## src/rtl/captura_teclado_param.sv

```systemverilog
// Keypad front end: scan tick generation, 4x4 matrix scanning, debounce,
// and two-operand BCD capture with a valid/ack handshake toward the adder stage.
module captura_teclado_param #(
    parameter int CLK_FREQ       = 27000000,
    parameter int SCAN_FREQ      = 1000,
    parameter int DEBOUNCE_TICKS = 4,
    parameter int NUM_DIGITS     = 3
) (
    input  logic                    clk,
    input  logic                    rst,
    input  logic [3:0]              col_in,
    output logic [3:0]              row_out,
    output logic [4*NUM_DIGITS-1:0] operand_a,
    output logic [4*NUM_DIGITS-1:0] operand_b,
    output logic                    data_valid,
    input  logic                    data_ack,
    output logic                    key_pulse,
    output logic [3:0]              key_code,
    output logic [1:0]              capt_state
);
    localparam int TICK_DIV = CLK_FREQ / SCAN_FREQ;
    localparam int TICK_W   = $clog2(TICK_DIV);
    localparam int DB_W     = $clog2(DEBOUNCE_TICKS + 1);
    localparam int OP_W     = 4 * NUM_DIGITS;
    localparam int CNT_W    = $clog2(NUM_DIGITS + 1);

    localparam logic [TICK_W-1:0] TICK_LAST = TICK_W'(TICK_DIV - 1);
    localparam logic [DB_W-1:0]   DB_LAST   = DB_W'(DEBOUNCE_TICKS);
    localparam logic [CNT_W-1:0]  DIG_MAX   = CNT_W'(NUM_DIGITS);

    typedef enum logic [1:0] {
        CAPT_A = 2'd0,
        CAPT_B = 2'd1,
        DONE   = 2'd2
    } state_t;

    logic [TICK_W-1:0] tick_cnt;
    logic              tick;
    logic [3:0]        col_meta;
    logic [3:0]        col_sync;
    logic              col_idle;
    logic [1:0]        col_idx;
    logic [1:0]        row_idx;
    logic [3:0]        scan_code;
    logic              held;
    logic [3:0]        cand_code;
    logic [DB_W-1:0]   db_cnt;
    logic [DB_W-1:0]   press_cnt;
    logic [DB_W-1:0]   rel_cnt;
    state_t            state;
    state_t            state_nx;
    logic [CNT_W-1:0]  dig_cnt;
    logic [CNT_W-1:0]  dig_nx;
    logic [OP_W-1:0]   op_a_nx;
    logic [OP_W-1:0]   op_b_nx;
    logic [OP_W-1:0]   cur_op;
    logic [OP_W-1:0]   cur_nx;

    assign tick = (tick_cnt == TICK_LAST);

    // Free-running scan-tick divider; tick is a clock enable, never a clock.
    always_ff @(posedge clk or negedge rst) begin
        if (!rst)      tick_cnt <= '0;
        else if (tick) tick_cnt <= '0;
        else           tick_cnt <= tick_cnt + 1'b1;
    end

    // Two-stage synchroniser for the asynchronous column lines.
    always_ff @(posedge clk or negedge rst) begin
        if (!rst) begin
            col_meta <= '1;
            col_sync <= '1;
        end else begin
            col_meta <= col_in;
            col_sync <= col_meta;
        end
    end

    assign col_idle = &col_sync;

    // Decode the active row and lowest low column into a key code.
    always_comb begin
        col_idx = 2'd3;
        if      (!col_sync[0]) col_idx = 2'd0;
        else if (!col_sync[1]) col_idx = 2'd1;
        else if (!col_sync[2]) col_idx = 2'd2;
        case (row_out)
            4'b1101: row_idx = 2'd1;
            4'b1011: row_idx = 2'd2;
            4'b0111: row_idx = 2'd3;
            default: row_idx = 2'd0;
        endcase
        case ({row_idx, col_idx})
            4'h0: scan_code = 4'h1;  4'h1: scan_code = 4'h2;
            4'h2: scan_code = 4'h3;  4'h3: scan_code = 4'hA;
            4'h4: scan_code = 4'h4;  4'h5: scan_code = 4'h5;
            4'h6: scan_code = 4'h6;  4'h7: scan_code = 4'hB;
            4'h8: scan_code = 4'h7;  4'h9: scan_code = 4'h8;
            4'hA: scan_code = 4'h9;  4'hB: scan_code = 4'hC;
            4'hC: scan_code = 4'hE;  4'hD: scan_code = 4'h0;
            4'hE: scan_code = 4'hF;  default: scan_code = 4'hD;
        endcase
        // db_cnt counts consecutive sightings of cand_code (0 = no candidate)
        press_cnt = DB_W'(1);
        if (db_cnt != '0 && cand_code == scan_code) press_cnt = db_cnt + 1'b1;
        rel_cnt = db_cnt + 1'b1;
    end

    // Row rotation while the keypad is idle; frozen while any column is low or a key is held.
    always_ff @(posedge clk or negedge rst) begin
        if (!rst)                           row_out <= 4'b1110;
        else if (tick && col_idle && !held) row_out <= {row_out[2:0], row_out[3]};
    end

    // Press/release debounce; one counter serves both phases since they never overlap.
    always_ff @(posedge clk or negedge rst) begin
        if (!rst) begin
            held      <= 1'b0;
            cand_code <= '0;
            db_cnt    <= '0;
            key_pulse <= 1'b0;
            key_code  <= '0;
        end else begin
            key_pulse <= 1'b0;
            if (tick) begin
                if (!held) begin
                    if (col_idle) begin
                        db_cnt <= '0;
                    end else if (press_cnt == DB_LAST) begin
                        key_pulse <= 1'b1;
                        key_code  <= scan_code;
                        held      <= 1'b1;
                        db_cnt    <= '0;
                    end else begin
                        cand_code <= scan_code;
                        db_cnt    <= press_cnt;
                    end
                end else begin
                    if (!col_idle) begin
                        db_cnt <= '0;
                    end else if (rel_cnt == DB_LAST) begin
                        held   <= 1'b0;
                        db_cnt <= '0;
                    end else begin
                        db_cnt <= rel_cnt;
                    end
                end
            end
        end
    end

    // Capture FSM state, digit count and operand registers.
    always_ff @(posedge clk or negedge rst) begin
        if (!rst) begin
            state     <= CAPT_A;
            dig_cnt   <= '0;
            operand_a <= '0;
            operand_b <= '0;
        end else begin
            state     <= state_nx;
            dig_cnt   <= dig_nx;
            operand_a <= op_a_nx;
            operand_b <= op_b_nx;
        end
    end

    // Next-state and operand update; the operand being edited is selected by state.
    always_comb begin
        state_nx = state;
        dig_nx   = dig_cnt;
        op_a_nx  = operand_a;
        op_b_nx  = operand_b;
        cur_op   = (state == CAPT_B) ? operand_b : operand_a;
        cur_nx   = cur_op;
        case (state)
            CAPT_A, CAPT_B: begin
                if (key_pulse) begin
                    if (key_code <= 4'd9) begin
                        if (dig_cnt < DIG_MAX) begin
                            cur_nx = (cur_op << 4) | OP_W'(key_code);
                            dig_nx = dig_cnt + 1'b1;
                        end
                    end else if (key_code == 4'hA) begin
                        if (dig_cnt != '0) begin
                            dig_nx   = '0;
                            state_nx = (state == CAPT_A) ? CAPT_B : DONE;
                        end
                    end else if (key_code == 4'hC) begin
                        cur_nx = '0;
                        dig_nx = '0;
                    end
                end
                if (state == CAPT_A) op_a_nx = cur_nx;
                else                 op_b_nx = cur_nx;
            end
            DONE: begin
                if (data_ack) begin
                    state_nx = CAPT_A;
                    dig_nx   = '0;
                    op_a_nx  = '0;
                    op_b_nx  = '0;
                end
            end
            default: state_nx = CAPT_A;
        endcase
    end

    assign capt_state = state;
    assign data_valid = (state == DONE);

endmodule

```

## config.mk

```make
export PLATFORM = sky130hd
export DESIGN_NAME = captura_teclado_param
export DESIGN_NICKNAME = d
export VERILOG_FILES = /design/src/rtl/captura_teclado_param.sv
export SDC_FILE = /design/constraint.sdc
export NUM_CORES = 1
export LEC_CHECK = 0
export CORE_MARGIN = 2
export CORE_UTILIZATION = 50
export DETAILED_ROUTE_END_ITERATION = 10
export GPL_TIMING_DRIVEN = 0
export PLACE_DENSITY = 0.76
export SYNTH_ARGS = -nofsm -noshare
export SYNTH_HDL_FRONTEND = slang
export SYNTH_SLANG_ARGS = --single-unit
```

## constraint.sdc

```tcl
create_clock -name clk -period 2.63 [get_ports clk]
set_clock_uncertainty 0.05 [all_clocks]
set_input_delay 0.3945 -clock clk [delete_from_list [all_inputs] [get_ports clk]]
set_output_delay 0.3945 -clock clk [all_outputs]
set_load 0.01 [all_outputs]
```

==> results of run 1 <==
-- through the flow --
step / hold WS (ps) / setup slack, ps
6_report: 102 / -39.3
5_1_grt: 166 / -125
4_1_cts: 122 / -57.1
3_5_place_dp: 297 / -288
3_3_place_gp: 296 / -1070
2_1_floorplan: 48.9 / 19.3
-- logic make-up after synthesis --
family / after synthesis / synth area share, %
AND/OR/NAND/NOR: 117 / 18.7
AO/OA/AOI/OAI: 78 / 16.3
flip-flops: 68 / 50.6
buffers and inverters: 25 / 2.84
XOR/XNOR: 18 / 4.65
multiplexers: 14 / 4.62
adder cells (fa/ha/maj): 6 / 2.22
-- placed cells by master (no fill, tap or decap), drive strengths merged, types with 2 or more instances in the layout --
cell | synthesis | routed
xnor2 | 7 | 7
nor4 | 4 | 4
o22ai | 3 | 3
xor2 | 11 | 11
a22o | 12 | 12
nand2b | 11 | 11
or3b | 2 | 2
dfstp | 11 | 11
clkinv | 0 | 4
nor2b | 8 | 8
and4b | 2 | 2
nand2 | 30 | 30
a211oi | 2 | 2
o211ai | 3 | 3
a21oi | 8 | 8
nor2 | 26 | 26
o21a | 2 | 2
ha | 6 | 6
and4 | 2 | 2
bufinv | 0 | 2
and2 | 4 | 4
nand3b | 2 | 2
a22oi | 12 | 12
o21ai | 23 | 23
nand3 | 10 | 10
dfrtp | 57 | 57
nand4 | 2 | 2
nor3 | 6 | 6
nand4b | 3 | 3
mux2 | 13 | 13
clkdlybuf4s50 | 0 | 41
a41oi | 2 | 2
inv | 9 | 9
buf | 3 | 12
clkbuf | 13 | 22
-- synth_stat cells (5+ instances only) --
cell,instances
dfstp_2,11
a21oi_1,8
a22o_1,12
xor2_1,11
nor2b_1,8
mux2_1,8
nand2b_1,11
nor3_1,6
nand2_1,29
inv_1,9
nor2_1,26
ha_1,6
mux2_2,5
clkbuf_1,13
dfrtp_1,57
o21ai_0,23
nand3_1,10
a22oi_1,12
xnor2_1,7
-- critical path, stage by stage (launching register included) --
cell and delay, ps:
dfstp_2 550, buf_8 90, or3b_1 350, a221oi_2 270, a41oi_2 110, xor2_2 210, nor4_4 370, buf_4 190
nor2_4 40, mux2_1 330
-- registers in the layout, indices dropped and copies added, names as in the netlist --
signal      count
tick_cnt       15
operand_a      12
operand_b      12
cand_code       4
col_meta        4
col_sync        4
key_code        4
row_out         4
db_cnt          3
capt_state      2
dig_cnt         2
held            1
key_pulse       1
-- report_power, final --
part	internal (µW)	leakage, µW	switching [µW]
sequential	1080	0.000883	27.9
clock	559	0.000116	394
combinational	65.3	0.000824	66.5
-- cell type report --
class                   instances  area share, %
plain buffers                  15           1.71
clock buffers                  10           3.24
clock inverters                 6           2.06
inverters                       9          0.794
multi-input cells             233           38.4
flip-flops and latches         68           40.3
well taps                      77           2.27
repair buffers                 50           11.2
-- how the worst min path moves through the flow --
stage / startpoint / end / slack [ps] / cells after the start
final: rst / tick_cnt[5]$_DFF_PN0_ / 100 / 1
after global routing: rst / tick_cnt[5]$_DFF_PN0_ / 170 / 1
after CTS: rst / tick_cnt[3]$_DFF_PN0_ / 120 / 1
after detailed placement: col_meta[0]$_DFF_PN1_ / col_sync[0]$_DFF_PN1_ / 300 / 0
after global placement: col_meta[1]$_DFF_PN1_ / col_sync[1]$_DFF_PN1_ / 300 / 0
after floorplan: rst / cand_code[0]$_DFFE_PN0P_ / 50 / 0
-- timing repair --
| action | in CTS | in global routing |
|---|---|---|
| setup endpoints to repair | 9 | 12 |
| hold buffers | 0 | 0 |
| pin swaps | 4 | 5 |
| resized for setup | 11 | 11 |
| buffers inserted | 7 | 2 |
-- metal layers --
| layer | vias up | wire length, µm | global-route usage [%] |
|---|---|---|---|
| met1 | 1293 | 3420 | 29.1 |
| li1 | 1287 | - | - |
| met2 | 54 | 3270 | 29.8 |
| met4 | 0 | 78 | 7.24 |
| met5 | - | 0 | 0 |
| met3 | 8 | 274 | 5.43 |
==> impl_metrics.csv, run 1 <==
group,metric,value,unit
place,detailed_place.area,3900,µm²
cts,cts.sinks,68,
layout,ff_latch_area,1720,µm²
setup_path,crit_arrival,2830,ps
synthesis,ys_seq_area_share,50.6,%
synthesis,ys_types,55,
min_path,hold_class,"input pin to asynchronous set/reset pin",
global_routing,grt_pass1_vias,2570,
setup_path,rr_worst_depth,9,
layout,multi_input_area,1630,µm²
layout,antenna_cells,0,
cts,htreeDepth,3,
synthesis,yosys_most_used_dff,"dfrtp_1",
synthesis,synth_cells,326,
synthesis,synthArstFlopShare,100,%
power_and_ir_drop,p_per_area,515,nW/µm²
setup_path,cp-endpoint,"cand_code[0]$_DFFE_PN0P_",
route,wl_per_cell,15.1,µm
cts,clk_pin_slew_worst_paths,70,ps
cts,cts_inserted_buffers,9,
setup_path,critPathRequiredTime,2800,ps
timing,setup_tns,-85.4,ps
synthesis,syn_area_per_cell,10.4,µm²
synthesis,synth_area_leaders,"dfrtp_1, dfstp_2, o21ai_0, nand2_1, a22o_1",
setup_path,startpoint,"row_out[1]$_DFFE_PN1P_",
cts,clk_path_buf_depth,2,
global_routing,antenna_found_initial,0,
setup_path,startpoint_type,"flip-flop",
layout,area_growth,25.6,%
route,vias,2642,
route,vias_per_cell,5.65,
layout,fin_nets,399,
place,dp_cells,445,
timing,drv_slew,0,
global_routing,grt_pass1_wl,11900,µm
layout,n_fill_cell,516,
floorplan,die_area,7450,µm²
cts,clk_latency,340,ps
timing,fin_crit_sh,101,%
floorplan,io_pins,43,
synthesis,synth-edff-count,0,
timing,rsz0062_at_grt,"yes",
power_and_ir_drop,total_power,2190,µW
floorplan,rows,29,
timing,fmax,375,MHz
place,io_buffers,42,
route,drc,0,
route,drt_pass1_iterations,5,
setup_path,ff2ff_setup_slack,-40,ps
timing,setup_ws,-39.3,ps
cts,clockRootBuffer,"clkbuf_8",
power_and_ir_drop,total_leakage_power,0.00182,µW
layout,finalNonFillerCells,468,
layout,stdcell_area,4250,µm²
global_routing,grt_max_degree,69,
timing,fin_crit,2670,ps
floorplan,initial_core_util,52.4,%
floorplan,die_w,86.3,µm
setup_path,worstSetupPathType,"flip-flop to flip-flop",
synthesis,yosys_warnings,0,
layout,drive_above_1_share,16.1,%
cts,cts_tree,"done",
job,cap_violations,0,
synthesis,syn-num-nets,339,
power_and_ir_drop,vdd_ir_drop_max,0.000509,V
route,ant_nets,0,
layout,post-route-util,65.8,%
place,post-dp-hpwl,4720,µm
timing,max-slew-margin-rel,44.8,%
setup_path,crit_path_end_kind,"flip-flop",
floorplan,die_height,86.3,µm
status,status,"finished, violations left",
route,drt-initial-drc-count,99,
synthesis,synth_top_cell_by_area,"dfrtp_1",
synthesis,synth_area,3390,µm²
route,routed_wl,7050,µm
timing,hold_viol_final,0,
timing,setup_viol,4,
place,gp_congestion,0.846,
setup_path,rr_startpoint,"row_out[1]$_DFFE_PN1P_",
floorplan,core-area,6460,µm²
setup_path,r2r_end,"cand_code[0]$_DFFE_PN0P_",
status,violations,"setup timing",
global_routing,overflow,0,
synthesis,ys_seq_elements,68,
synthesis,synth_top_area_share,42.1,%
timing,tightest_slew,829,ps
global_routing,grt_use_total,20.3,%
setup_path,crit_path_max_fanout,4,
(Power assumes the default switching activity.)
==> inputs of run 2 (changes only) <==
- CTS_CLUSTER_SIZE: unset -> 40
==> results of run 2 <==
Final layout, timing and power as in run 1 (identical DEF).
==> inputs of run 3 (changes only) <==
- ABC_AREA: unset -> 1
- CORE_UTILIZATION: 50 -> 30
- PLACE_DENSITY: 0.76 -> unset
==> run 3 against run 2 <==
  * The flow now finishes without violations
  * Power increased by 51%
  * First-iteration DRC count up 74%
  * Core utilization down 27 points
  * Synthesized cell count is 33% higher
  * Worst setup slack better by 510 ps
  * Critical path type unchanged
  * Highest routed layer unchanged
==> impl_metrics.csv, run 3 <==
group,metric,value,unit
floorplan,die_area,12700,µm²
timing,max-slew-margin-rel,43.9,%
synthesis,synth_area_leaders,"dfrtp_1, nand2_1, dfstp_2, inv_1, o21ai_0",
layout,drive_above_1_share,11.6,%
place,post-dp-hpwl,5780,µm
synthesis,ys_types,35,
setup_path,crit_path_end_kind,"flip-flop",
timing,fin_crit,2160,ps
global_routing,grt_pass1_vias,3040,
synthesis,synth.mux.area_fraction,0,%
cts,hold_buffers,0,
synthesis,yosys.area_share.simple,25.0,%
layout,top_regs,"tick_cnt (15), operand_a (12), operand_b (12)",
synthesis,syn-num-nets,448,
synthesis,syn_area_per_cell,8.13,µm²
place,dp_cells,620,
power_and_ir_drop,total_power,3320,µW
setup_path,crit_top_cell,"clkbuf_1",
setup_path,path_buf_inv,3,
global_routing,grt_use_total,13.4,%
setup_path,worstSetupPathDepth,5,
route,drt-initial-drc-count,172,
global_routing,antenna_found_initial,0,
route,wl_per_cell,12.8,µm
setup_path,startpoint_type,"flip-flop",
synthesis,synthXorXnorAreaFrac,0.991,%
place,io_buffers,42,
min_path,hold_class,"input pin to asynchronous set/reset pin",
status,status,"complete, no violations",
route,drt_pass1_iterations,4,
layout,area_growth,26.7,%
timing,fin_crit_sh,82.1,%
layout,ff_latch_area,1720,µm²
route,vias,3108,
setup_path,worstSetupPathType,"flip-flop to flip-flop",
timing,hold_viol_final,0,
cts,clk_path_buf_depth,2,
timing,drv_slew,0,
timing,setup_ws,470,ps
floorplan,die_w,113,µm
synthesis,synth_top_cell_by_area,"dfrtp_1",
layout,post-route-util,39.1,%
timing,setup_tns,0,ps
synthesis,yosys_warnings,0,
floorplan,io_pins,43,
setup_path,rr_worst_depth,5,
floorplan,initial_core_util,30.8,%
setup_path,crit_path_max_fanout,10,
cts,cts_resized,0,
synthesis,yosysMostFrequentCell,"nand2_1",
setup_path,critPathRequiredTime,2760,ps
timing,fmax,463,MHz
layout,regMostFlops,"tick_cnt",
global_routing,grt_max_degree,69,
synthesis,synth-compound-area-share,14.2,%
power_and_ir_drop,vdd_ir_drop_max,0.000363,V
cts,cts.sinks,68,
setup_path,crit_arrival,2280,ps
floorplan,core-area,11500,µm²
setup_path,cp_slowest_stage_delay,450,ps
cts,cts_tree,"done",
floorplan,die_height,113,µm
setup_path,cp_slowest_cell,"clkbuf_1",
place,gp_congestion,0.824,
layout,finalNonFillerCells,636,
synthesis,synth_cells,435,
place,place_ws,528,ps
layout,fin_nets,501,
setup_path,r2r_end,"operand_b[1]$_DFFE_PN0P_",
cts,htreeDepth,3,
setup_path,worstPathCellList,"inv_1, nand2_1, clkbuf_1, clkbuf_1, o22ai_1",
timing,tightest_slew,841,ps
synthesis,synth_top_family_by_area,"simple AND/OR/NAND/NOR gates",
synthesis,synth_area,3530,µm²
power_and_ir_drop,total_leakage_power,0.00203,µW
setup_path,cp_top_family,"buffers and inverters",
synthesis,yosys_most_used_dff,"dfrtp_1",
route,drc,0,
synthesis,ys_seq_area_share,48.5,%
cts,clk_latency,330,ps
route,ant_nets,0,
layout,largest_reg_flops,15,
synthesis,synth_top_area_share,40.4,%
synthesis,ys_seq_elements,68,
timing,setup_viol,0,
layout,final_common_cell,"nand2_1",
cts,cts_inserted_buffers,9,
setup_path,rr_startpoint,"capt_state[1]$_DFFE_PN0P_",
cts,clockRootBuffer,"clkbuf_16",
job,cap_violations,0,
floorplan,rows,39,
power_and_ir_drop,p_per_area,741,nW/µm²
global_routing,overflow,0,
setup_path,ff2ff_setup_slack,470,ps
layout,multi_input_area,1490,µm²
timing,rsz0062_at_grt,"no",
synthesis,synthArstFlopShare,100,%
route,routed_wl,8110,µm
layout,antenna_cells,0,
cts,clk_pin_slew_worst_paths,60,ps
route,vias_per_cell,4.89,
synthesis,synth-edff-count,0,
cts,postCtsSetupRepairBufs,0,
synthesis,synthAdderAreaFrac,2.12,%
synthesis,yosys-top-cells-count,"nand2_1, inv_1, dfrtp_1",
global_routing,grt_pass1_wl,14000,µm
layout,n_fill_cell,1141,
layout,final_cell_mix,"nand2_1, inv_1, dfrtp_1, clkdlybuf4s50_1, o21ai_0",
[run 3: cell families (layout without fill, tap and decap cells)]
family / after synthesis / count (layout)
adders and majority gates: 6 / 6
xor gates and xnor gates: 4 / 4
and+or+nand+nor: 184 / 184
buffers and inverters: 86 / 144
AOI/OAI and AO/OA: 87 / 87
DFF: 68 / 68
[run 3: cell type report]
| cell class | instances | area share (%) |
|---|---|---|
| clock inverter | 7 | 2.74 |
| inverter | 76 | 6.37 |
| tap | 143 | 3.99 |
| timing repair buffer | 42 | 9.33 |
| clock buffer | 9 | 5.03 |
| multi-input combinational | 281 | 33.4 |
| buffer | 10 | 0.894 |
| sequential | 68 | 38.3 |
[run 3: worst reg2reg max path, cell delays in order, from the launching register on]
cell      delay [ps]
dfrtp_1          440
inv_1            140
nand2_1          320
clkbuf_1         420
clkbuf_1         450
o22ai_1          180
[run 3: routing by layer]
layer  track usage (%)  up-vias  share of wire [%]
li1                  -     1530                  -
met1              16.8     1459                 46
met2              22.1      105                 47
met3              3.24       14                5.7
met4              5.85        0                1.8
met5                 0        -                  0
[run 3: worst max path at each step]
stage | from | end | slack [ps]
3_3_place_gp | rst | tick_cnt[9]$_DFF_PN0_ | -1240
4_1_cts | col_sync[0]$_DFF_PN1_ | key_code[3]$_DFFE_PN0P_ | 510
6_report | capt_state[1]$_DFFE_PN0P_ | operand_b[1]$_DFFE_PN0P_ | 470
5_1_grt | col_sync[0]$_DFF_PN1_ | cand_code[3]$_DFFE_PN0P_ | 310
3_5_place_dp | capt_state[1]$_DFFE_PN0P_ | operand_b[1]$_DFFE_PN0P_ | 530
2_1_floorplan | row_out[2]$_DFFE_PN1P_ | key_code[1]$_DFFE_PN0P_ | 750
[run 3: power by group]
| group | internal [µW] | total (µW) | switching [µW] |
|---|---|---|---|
| clock network | 930 | 1400 | 468 |
| registers | 1180 | 1280 | 97.2 |
| logic | 325 | 639 | 314 |
[run 3: through the flow]
step	instance area, µm²	hold WS, ps
2_1_floorplan	3530	48.9
3_3_place_gp	4130	296
3_5_place_dp	4130	298
4_1_cts	4480	162
5_1_grt	4480	215
6_report	4480	133
